`config.mk`:
```
export PLATFORM = sky130hd
export DESIGN_NAME = muldiv_unit
export DESIGN_NICKNAME = d
export VERILOG_FILES = /design/src/rtl/muldiv_pkg.sv /design/src/rtl/muldiv_step.sv /design/src/rtl/muldiv_unit.sv
export SDC_FILE = /design/constraint.sdc
export NUM_CORES = 1
export LEC_CHECK = 0
export CAP_MARGIN = 20
export CORE_MARGIN = 2
export CORE_UTILIZATION = 40
export DETAILED_ROUTE_END_ITERATION = 7
export SETUP_SLACK_MARGIN = 0.05
export SLEW_MARGIN = 20
export SYNTH_ARGS = -nofsm -noshare
export SYNTH_HDL_FRONTEND = slang
export SYNTH_SLANG_ARGS = --single-unit
export TNS_END_PERCENT = 20
```
`constraint.sdc`:
```
create_clock -name clk -period 3.61 [get_ports clk]
set_input_delay 0.722 -clock clk [delete_from_list [all_inputs] [get_ports clk]]
set_output_delay 0.722 -clock clk [all_outputs]
set_load 0.1 [all_outputs]
```
`src/rtl/muldiv_pkg.sv`:
```
// Shared op codes, FSM state constants and two's-complement helpers for the
// iterative multiply/divide unit.
package muldiv_pkg;

    typedef enum logic [2:0] {
        OP_MULT  = 3'd0,
        OP_MULTU = 3'd1,
        OP_DIV   = 3'd2,
        OP_DIVU  = 3'd3,
        OP_MTHI  = 3'd4,
        OP_MTLO  = 3'd5
    } op_e;

    localparam logic [1:0] ST_IDLE = 2'd0;
    localparam logic [1:0] ST_RUN  = 2'd1;
    localparam logic [1:0] ST_FIX  = 2'd2;
    localparam logic [1:0] ST_DONE = 2'd3;

    // Helpers work on a wide container so one copy serves both WIDTH and 2*WIDTH.
    localparam int MAX_W = 128;

    function automatic logic [MAX_W-1:0] neg_w(input logic [MAX_W-1:0] x, input int w);
        logic [MAX_W-1:0] mask;
        if (w >= MAX_W) begin
            mask = {MAX_W{1'b1}};
        end else begin
            mask = (MAX_W'(1'b1) << w) - MAX_W'(1'b1);
        end
        return (~x + MAX_W'(1'b1)) & mask;
    endfunction

    function automatic logic [MAX_W-1:0] abs_w(input logic [MAX_W-1:0] x, input int w);
        logic sign;
        sign = |(x & (MAX_W'(1'b1) << (w - 1)));
        return sign ? neg_w(x, w) : x;
    endfunction

endpackage

```
`src/rtl/muldiv_step.sv`:
```
// One iteration of shift-add multiply (mode=0) or restoring divide (mode=1)
// over the {acc, sreg} double-width working register.
module muldiv_step #(
    parameter int WIDTH = 32
) (
    input  logic [WIDTH-1:0] acc,
    input  logic [WIDTH-1:0] sreg,
    input  logic [WIDTH-1:0] opnd,
    input  logic             mode,
    output logic [WIDTH-1:0] acc_nxt,
    output logic [WIDTH-1:0] sreg_nxt
);

    logic [WIDTH:0]   sum_s;
    logic [WIDTH:0]   rem_sh_s;
    logic [WIDTH-1:0] diff_s;
    logic             borrow_s;

    // Multiply shifts the product right; divide shifts the dividend left into acc.
    always_comb begin
        sum_s    = {1'b0, acc} + {1'b0, opnd};
        rem_sh_s = {acc, sreg[WIDTH-1]};
        borrow_s = rem_sh_s < {1'b0, opnd};
        // When no borrow the true difference is below opnd, so WIDTH bits suffice.
        diff_s   = rem_sh_s[WIDTH-1:0] - opnd;
        if (mode) begin
            if (borrow_s) begin
                acc_nxt  = rem_sh_s[WIDTH-1:0];
                sreg_nxt = {sreg[WIDTH-2:0], 1'b0};
            end else begin
                acc_nxt  = diff_s;
                sreg_nxt = {sreg[WIDTH-2:0], 1'b1};
            end
        end else if (sreg[0]) begin
            {acc_nxt, sreg_nxt} = {sum_s, sreg[WIDTH-1:1]};
        end else begin
            {acc_nxt, sreg_nxt} = {1'b0, acc, sreg[WIDTH-1:1]};
        end
    end

endmodule

```
`src/rtl/muldiv_unit.sv`:
```
// Iterative MULT/MULTU/DIV/DIVU/MTHI/MTLO unit owning HI/LO.
// Define MULDIV_FAST_MUL_EN for a single-cycle registered multiplier.
module muldiv_unit #(
    parameter int WIDTH = 32
) (
    input  logic             clk,
    input  logic             rst_n,
    input  logic             start,
    input  logic [2:0]       op,
    input  logic [WIDTH-1:0] a,
    input  logic [WIDTH-1:0] b,
    output logic             busy,
    output logic             done,
    output logic [WIDTH-1:0] hi,
    output logic [WIDTH-1:0] lo,
    output logic             div_by_zero
);
    import muldiv_pkg::*;

    localparam int CNT_W = $clog2(WIDTH + 1);
    localparam int DW    = 2 * WIDTH;

    logic [1:0]       state_r;
    logic [CNT_W-1:0] cnt_r;
    logic [WIDTH-1:0] acc_r, sreg_r, opnd_r, hi_r, lo_r;
    logic             is_div_r, neg_res_r, neg_rem_r, dbz_op_r;
    logic             busy_r, done_r, dbz_r;

    logic             sgn_op_s;
    logic [WIDTH-1:0] a_mag_s, b_mag_s;
    logic [WIDTH-1:0] acc_nxt_s, sreg_nxt_s;
    logic [DW-1:0]    prod_raw_s, prod_fix_s;
    logic [WIDTH-1:0] quo_fix_s, rem_fix_s, hi_fix_s, lo_fix_s;

    function automatic logic [WIDTH-1:0] abs_op(input logic [WIDTH-1:0] x);
        return WIDTH'(abs_w(MAX_W'(x), WIDTH));
    endfunction

    function automatic logic [WIDTH-1:0] neg_op(input logic [WIDTH-1:0] x);
        return WIDTH'(neg_w(MAX_W'(x), WIDTH));
    endfunction

    function automatic logic [DW-1:0] neg_dbl(input logic [DW-1:0] x);
        return DW'(neg_w(MAX_W'(x), DW));
    endfunction

    muldiv_step #(.WIDTH(WIDTH)) u_step (
        .acc      (acc_r),
        .sreg     (sreg_r),
        .opnd     (opnd_r),
        .mode     (is_div_r),
        .acc_nxt  (acc_nxt_s),
        .sreg_nxt (sreg_nxt_s)
    );

    // Operand magnitudes presented to the core at accept time.
    always_comb begin
        sgn_op_s = (op == OP_MULT) || (op == OP_DIV);
        if (sgn_op_s) begin
            a_mag_s = abs_op(a);
            b_mag_s = abs_op(b);
        end else begin
            a_mag_s = a;
            b_mag_s = b;
        end
    end

`ifdef MULDIV_FAST_MUL_EN
    logic [DW-1:0] fast_prod_s;
    assign fast_prod_s = DW'(a_mag_s) * DW'(b_mag_s);
`endif

    // Sign correction of the unsigned core result, consumed in FIX.
    always_comb begin
        prod_raw_s = {acc_r, sreg_r};
        prod_fix_s = neg_res_r ? neg_dbl(prod_raw_s) : prod_raw_s;
        quo_fix_s  = neg_res_r ? neg_op(sreg_r) : sreg_r;
        rem_fix_s  = neg_rem_r ? neg_op(acc_r) : acc_r;
        if (!is_div_r) begin
            hi_fix_s = prod_fix_s[DW-1:WIDTH];
            lo_fix_s = prod_fix_s[WIDTH-1:0];
        end else if (dbz_op_r) begin
            // Remainder path already restores the raw dividend; only lo is forced.
            hi_fix_s = rem_fix_s;
            lo_fix_s = {WIDTH{1'b1}};
        end else begin
            hi_fix_s = rem_fix_s;
            lo_fix_s = quo_fix_s;
        end
    end

    // Control FSM, working registers and architectural HI/LO.
    always_ff @(posedge clk or negedge rst_n) begin
        if (!rst_n) begin
            state_r   <= ST_IDLE;
            cnt_r     <= {CNT_W{1'b0}};
            acc_r     <= {WIDTH{1'b0}};
            sreg_r    <= {WIDTH{1'b0}};
            opnd_r    <= {WIDTH{1'b0}};
            hi_r      <= {WIDTH{1'b0}};
            lo_r      <= {WIDTH{1'b0}};
            is_div_r  <= 1'b0;
            neg_res_r <= 1'b0;
            neg_rem_r <= 1'b0;
            dbz_op_r  <= 1'b0;
            busy_r    <= 1'b0;
            done_r    <= 1'b0;
            dbz_r     <= 1'b0;
        end else begin
            done_r <= 1'b0;
            case (state_r)
                ST_IDLE, ST_DONE: begin
                    state_r <= ST_IDLE;
                    busy_r  <= 1'b0;
                    if (start) begin
                        case (op)
                            OP_MTHI: begin
                                hi_r    <= a;
                                done_r  <= 1'b1;
                                state_r <= ST_DONE;
                            end
                            OP_MTLO: begin
                                lo_r    <= a;
                                done_r  <= 1'b1;
                                state_r <= ST_DONE;
                            end
                            OP_MULT, OP_MULTU: begin
                                is_div_r  <= 1'b0;
                                neg_res_r <= sgn_op_s & (a[WIDTH-1] ^ b[WIDTH-1]);
                                neg_rem_r <= 1'b0;
                                dbz_op_r  <= 1'b0;
                                busy_r    <= 1'b1;
`ifdef MULDIV_FAST_MUL_EN
                                {acc_r, sreg_r} <= fast_prod_s;
                                state_r         <= ST_FIX;
`else
                                acc_r   <= {WIDTH{1'b0}};
                                sreg_r  <= b_mag_s;
                                opnd_r  <= a_mag_s;
                                cnt_r   <= CNT_W'(WIDTH);
                                state_r <= ST_RUN;
`endif
                            end
                            OP_DIV, OP_DIVU: begin
                                is_div_r  <= 1'b1;
                                neg_res_r <= sgn_op_s & (a[WIDTH-1] ^ b[WIDTH-1]);
                                neg_rem_r <= sgn_op_s & a[WIDTH-1];
                                dbz_op_r  <= (b == {WIDTH{1'b0}});
                                dbz_r     <= (b == {WIDTH{1'b0}});
                                acc_r     <= {WIDTH{1'b0}};
                                sreg_r    <= a_mag_s;
                                opnd_r    <= b_mag_s;
                                cnt_r     <= CNT_W'(WIDTH);
                                busy_r    <= 1'b1;
                                state_r   <= ST_RUN;
                            end
                            default: state_r <= ST_IDLE;
                        endcase
                    end
                end
                ST_RUN: begin
                    if (cnt_r == {CNT_W{1'b0}}) begin
                        state_r <= ST_FIX;
                    end else begin
                        acc_r  <= acc_nxt_s;
                        sreg_r <= sreg_nxt_s;
                        cnt_r  <= cnt_r - CNT_W'(1'b1);
                    end
                end
                ST_FIX: begin
                    hi_r    <= hi_fix_s;
                    lo_r    <= lo_fix_s;
                    busy_r  <= 1'b0;
                    done_r  <= 1'b1;
                    state_r <= ST_DONE;
                end
                default: begin
                    busy_r  <= 1'b0;
                    state_r <= ST_IDLE;
                end
            endcase
        end
    end

    assign busy        = busy_r;
    assign done        = done_r;
    assign hi          = hi_r;
    assign lo          = lo_r;
    assign div_by_zero = dbz_r;

endmodule

```
; Yosys cells after proc, flatten, opt, wreduce, memory -nomap -nowiden
; Cells that the tools add are included.
[classes]
n_eq_ne = 15
mux = 49
n_reduce_logical = 20
n_bitwise = 10
div = 0
n_mul = 0
n_shift = 0
n_addsub = 8
order_cmp = 1
[ops]
columns = op, n
row1 = 32-bit two-way mux, 24
row2 = 32-bit case mux with 2 select lines, 6
row3 = "32-bit by 1-bit adder with 32-bit output, second input constant", 4
row4 = 32-bit inverter, 4
row5 = "64-bit by 1-bit adder with 64-bit output, second input constant", 1
row6 = 32-bit AND, 2
row7 = 64-bit two-way mux, 1
row8 = 64-bit inverter, 1
row9 = 32-bit by 32-bit adder with 33-bit output, 1
row10 = 33-bit by 32-bit < comparator with 1-bit output, 1
row11 = 32-bit zero test, 1
row12 = 32-bit subtractor, 1
row13 = 6-bit two-way mux, 3
row14 = 3-bit AND reduction, 5
row15 = 6-bit case mux with 2 select lines, 1
row16 = 1-bit case mux with 2 select lines, 5
row17 = "2-bit inequality test, second input constant", 4
row18 = 4-bit AND reduction, 2
row19 = 2-bit OR reduction, 4
row20 = "3-bit by 2-bit equality test with 1-bit output, second input constant", 2
row21 = "3-bit equality test, second input constant", 2
row22 = 6-bit zero test, 1
row23 = 2-bit case mux with 3 select lines, 1
row24 = 2-bit nonzero test, 3
row25 = other kinds (15), 23
[totals]
out_inout_bits = 67
input_bits = 70
reg_bits = 175
word_cells = 117
ramBits = 0
romBits = 0
latchBits = 0
mem_count = 0

; Depth between registers and ports, before layout
[logic_depth]
depth_word = 9
mapped_depth = 13
mapped_depth_nobuf = 13

; Modules after synthesis
; From an unflattened synthesis, not the netlist that was laid out.
[unflattened]
cells_unflattened = 2086
hier_area_um2 = 16150.5
[by_module_without_submodules]
columns = module, seq_area_each_um2, area_per_inst_um2, instances, cells_per_inst
row1 = muldiv_unit, 4379.2, 11195.7, 1, 1350
row2 = muldiv_step, 0.0, 4954.8, 1, 736

; Least setup slack after synthesis
; OpenSTA, ideal clock, no wires.
[synth_path]
kind = flip-flop to flip-flop
startpoint = reg acc_r[0]
endpoint = reg hi_r[28], in the netlist hi[28]
setup_ns = 0.078
required_time_ns = 3.532
path_slack_ns = 0.185
stages_incl_launch_ff = 14
path_buffers = 2
period_less_slack_ns = 3.425
t_arrival_ns = 3.347
cell_sequence = dfrtp_1 -> clkbuf_1 -> inv_1 -> ha_1 -> or4b_1 -> or4_4 -> or3_1 -> buf_6 -> or4_4 -> o211a_1 -> a31oi_1 -> xnor2_1 -> mux2i_1 -> a21oi_1
[synth_between]
elab_chain_len = 5
elab_cells_between_ends = 8
cone_classes = add/sub (2) / mux (4) / bitwise (2)
[synth_rtl]
columns = item, line_no
row1 = from (decl), muldiv_unit.sv:25  ; logic [WIDTH-1:0] acc_r, sreg_r, opnd_r, hi_r, lo_r;
row2 = from (signal assigned), muldiv_unit.sv:97  ; acc_r <= {WIDTH{1'b0}};
row3 = from (signal assigned), muldiv_unit.sv:137  ; acc_r <= {WIDTH{1'b0}};
row4 = from (signal assigned), muldiv_unit.sv:150  ; acc_r <= {WIDTH{1'b0}};
row5 = 64-bit inverter / 32-bit inverter (equally long branches), muldiv_pkg.sv:29  ; return (~x + MAX_W'(1'b1)) & mask;
row6 = 64-bit by 1-bit adder with 64-bit output / 32-bit by 1-bit adder with 32-bit output (equally long branches), muldiv_pkg.sv:29
row7 = 64-bit two-way mux / 32-bit two-way mux (equally long branches), "muldiv_unit.sv:76, muldiv_unit.sv:78"
row8 = 32-bit two-way mux *, muldiv_unit.sv:79  ; if (!is_div_r) begin
row9 = 32-bit case mux with 2 select lines *, muldiv_unit.sv:111  ; case (state_r)
row10 = to (signal assigned), muldiv_unit.sv:100  ; hi_r <= {WIDTH{1'b0}};
row11 = to (signal assigned), muldiv_unit.sv:171  ; hi_r <= hi_fix_s;
row12 = to (decl), muldiv_unit.sv:25
; Every way passes the cells marked *; elsewhere a longest branch is shown, timed or not.
; A chain may end at the register's enable or synchronous reset.

; Worst setup path in the final report
[layout_path]
startpoint = reg sreg_r[10]
endpoint = reg hi_r[17], in the netlist hi[17]
[layout_between]
elab_chain_len = 5
[layout_rtl]
columns = item, line_no
row1 = from (decl), muldiv_unit.sv:25
row2 = from (signal assigned), muldiv_unit.sv:98  ; sreg_r <= {WIDTH{1'b0}};
row3 = from (signal assigned), muldiv_unit.sv:138  ; sreg_r <= b_mag_s;
row4 = from (signal assigned), muldiv_unit.sv:151  ; sreg_r <= a_mag_s;
row5 = 64-bit inverter, muldiv_pkg.sv:29
row6 = 64-bit by 1-bit adder with 64-bit output, muldiv_pkg.sv:29
row7 = 64-bit two-way mux, muldiv_unit.sv:76  ; prod_fix_s = neg_res_r ? neg_dbl(prod_raw_s) : prod_raw_s;
row8 = 32-bit two-way mux, muldiv_unit.sv:79
row9 = 32-bit case mux with 2 select lines, muldiv_unit.sv:111
; No other way between the ends.

==> reports/results.tsv <==
stage	metric	value	unit
outcome	status	completed	
job	cap_violations	0	
global_routing	antenna_found_initial	0	
placed_design	port_buffers	136	
sta	fin_skew	0.0110	ns
synth	syn_avg_cell_area	7.78	sq um
floorplanning	die_area	40400	sq um
clock_tree	htreeDepth	4	
placed_design	dp_hpwl	43.6	mm
global_routing	grt_pass1_vias	15100	
global_routing	grt_pass1_wl	89.6	mm
routing	totalWireLength	57.6	mm
placed_design	routabilityCongestion	0.925	
routing	wl_per_cell	21.0	microns
clock_tree	cts_tree	built	
sta	max_freq	0.292	GHz
floorplanning	rows	72	
routing	num_vias	16100	
synth	synth-edff-count	0	
floorplanning	core	38500	sq um
sta	rsz0062_at_grt	true	
synth	yosys_warnings	0	
floorplanning	die_x	201	microns
global_routing	grt_overflow	0	
sta	min_period_over_period	94.8	%
sta	setup_tns	0	ns
sta	setup_viol	0	
global_routing	grt_usage	28.2	%
sta	finalHoldViolations	0	
worst_setup_path	ff2ff_setup_slack	0.19	ns
finish	final_layout_size_suffix_gt1_share	13.5	%
worst_setup_path	crit_arrival	3.82	ns
floorplanning	top_level_ports	137	
routing	viasPerCell	5.89	
sta	min_period	3.42	ns
finish	final_cell_mix	nand2_1 (226), o21ai_0 (213), buf_4 (188)	
synth	syn_inst	1993	
worst_setup_path	cp_max_fo	9	
routing	dr.pass1.iters	6	
worst_setup_path	worstRegToRegCells	11	
floorplanning	die_y	201	microns
finish	nNetsFinal	2354	
clock_tree	cts.sinks	175	
placed_design	dp_cells	2701	
worst_setup_path	r2r_end	hi[17]	
finish	final_cells	2740	
synth	synth_seq_cells	175	
synth	syn-cell-area	15500	sq um
finish	areaGrowthSynthToFinish	24.1	%
worst_setup_path	cp.required	4.00	ns
sta	slew_violations	0	
global_routing	grt_max_degree	86	
clock_tree	cts_buffers	17	
synth	ys_seq_area_share	28.2	%
routing	drtIter0Drc	1503	
clock_tree	cts_root_buf	clkbuf_16	
sta	tightest_slew	1.05	ns
worst_hold_path	hold_class	in2async	
routing	ant_nets	0	
worst_setup_path	r2r_start	sreg_r[10]	
worst_setup_path	worst_setup_path_start_kind	flop	
finish	diodes	0	
finish	finish.utilization	50.0	%
finish	layout_commonest_cell	nand2_1	
floorplanning	initial_utilization	40.3	%
clock_tree	clkTransAtPathRegs	0.07	ns
synth	syn_nets	2138	
routing	drc	0	
synth	synth_cell_types	78	
synth	async_flop_share	100	%
worst_setup_path	critical_path_class	reg2reg	
synth	synth_top_flop_cell	dfrtp_1	
clock_tree	cts_buffer_depth	2	
worst_setup_path	setup.worst_path.end_class	flop	
clock_tree	holdBufCountCts	0	
sta	slew_headroom	29.7	%
clock_tree	clock_latency	0.47	ns
final cells by class:
type,count,area (sq um)
tap,518,648
sequential,175,4380
inverter,70,263
clock buffer,22,464
multi-input combinational,1617,10500
clock inverter,10,136
fill,3789,19200
timing repair buffer,328,2850
flip-flops by register name (all words and copies together), names as in the netlist, 2 cells and up:
register	cells
acc_r	32
hi	32
opnd_r	32
state_r	2
cnt_r	6
sreg_r	32
lo	32
worst max-delay path by stage:
stage,endpoint,depth (start not counted),from,slack [ns]
2_1_floorplan,hi[28],13,acc_r[0],0.19
3_3_place_gp,sreg_r[25],10,b[17],-0.22
3_5_place_dp,sreg_r[26],11,a[17],-0.33
4_1_cts,acc_r[2],13,acc_r[0],0.08
5_1_grt,hi[17],11,sreg_r[10],0.04
6_report,hi[17],11,sreg_r[10],0.19
through the flow:
step	hold slack (ns)	setup slack [ns]	area, sq um
after floorplan	0.426	0.185	15500
after global placement	0.456	-0.223	18500
after detailed placement	0.456	-0.325	18500
after CTS	0.359	0.0760	19100
after global routing	0.376	0.0424	19200
final	0.303	0.187	19200
what timing repair did:
action | CTS | global route
pin swaps | 0 | 3
cloned | 0 | 1
buffers inserted | 0 | 6
resized for setup | 2 | 18
endpoints found under the setup margin | 9 | 32
logic make-up (layout without fill, tap and decap cells):
| family | Yosys count | after routing | synth area share, % |
|---|---|---|---|
| and+or+nand+nor | 604 | 605 | 18.0 |
| DFF | 175 | 175 | 28.2 |
| xor gates and xnor gates | 176 | 176 | 9.94 |
| adders and majority gates | 75 | 75 | 6.15 |
| muxes | 88 | 88 | 5.92 |
| AOI/OAI and AO/OA | 673 | 673 | 26.7 |
| buffers and inverters | 202 | 430 | 5.03 |
cell usage after synthesis, types with 5 or more instances:
master | count | area (sq um)
o21ai_0 | 215 | 1080
clkbuf_1 | 114 | 428
o311ai_0 | 8 | 70.1
a21oi_1 | 174 | 871
o21a_1 | 5 | 37.5
xnor2_1 | 93 | 815
o22ai_1 | 36 | 225
o21bai_1 | 7 | 52.6
nand3_1 | 40 | 200
a31oi_1 | 15 | 93.8
a22o_1 | 15 | 131
or4_1 | 8 | 60.1
a221oi_1 | 7 | 61.3
mux2i_1 | 58 | 581
or2_2 | 10 | 62.6
nand2b_1 | 16 | 100
o41ai_1 | 13 | 114
o31ai_1 | 31 | 233
o211ai_1 | 16 | 120
nor2b_1 | 12 | 75.1
and3_1 | 6 | 37.5
nor3_1 | 50 | 250
nor2_1 | 153 | 574
or3_1 | 15 | 93.8
xor2_1 | 83 | 727
dfrtp_1 | 175 | 4380
and2_1 | 5 | 31.3
inv_1 | 69 | 259
nand2_1 | 226 | 848
nor4_1 | 22 | 138
mux2_2 | 30 | 338
nand4_1 | 14 | 87.6
nor3b_1 | 7 | 52.6
buf_1 | 12 | 45.0
a21o_1 | 31 | 233
o221ai_1 | 6 | 52.6
ha_1 | 73 | 913
a211oi_1 | 56 | 420
worst max-delay path: stages, from the launching register on:
cell and delay [ns]:
dfrtp_1 0.45, or4_1 0.61, nor4_2 0.23, nor4b_2 0.33, buf_4 0.19, nand4_1 0.18
buf_4 0.25, o311ai_0 0.34, o21ai_0 0.17, xor2_1 0.30, mux2i_1 0.12, a21oi_1 0.17
layer usage:
metal	vias up	share of wire, %	GRT usage [%]
met3	80	6.9	3.75
met1	7717	46	40.6
li1	7681	-	-
met5	-	0	0
met4	0	2.4	8.65
met2	652	44	43.8
Power is left out: the tool's default activity adds up to more than one toggle a clock period on the data nets, which glitch-free logic cannot reach.
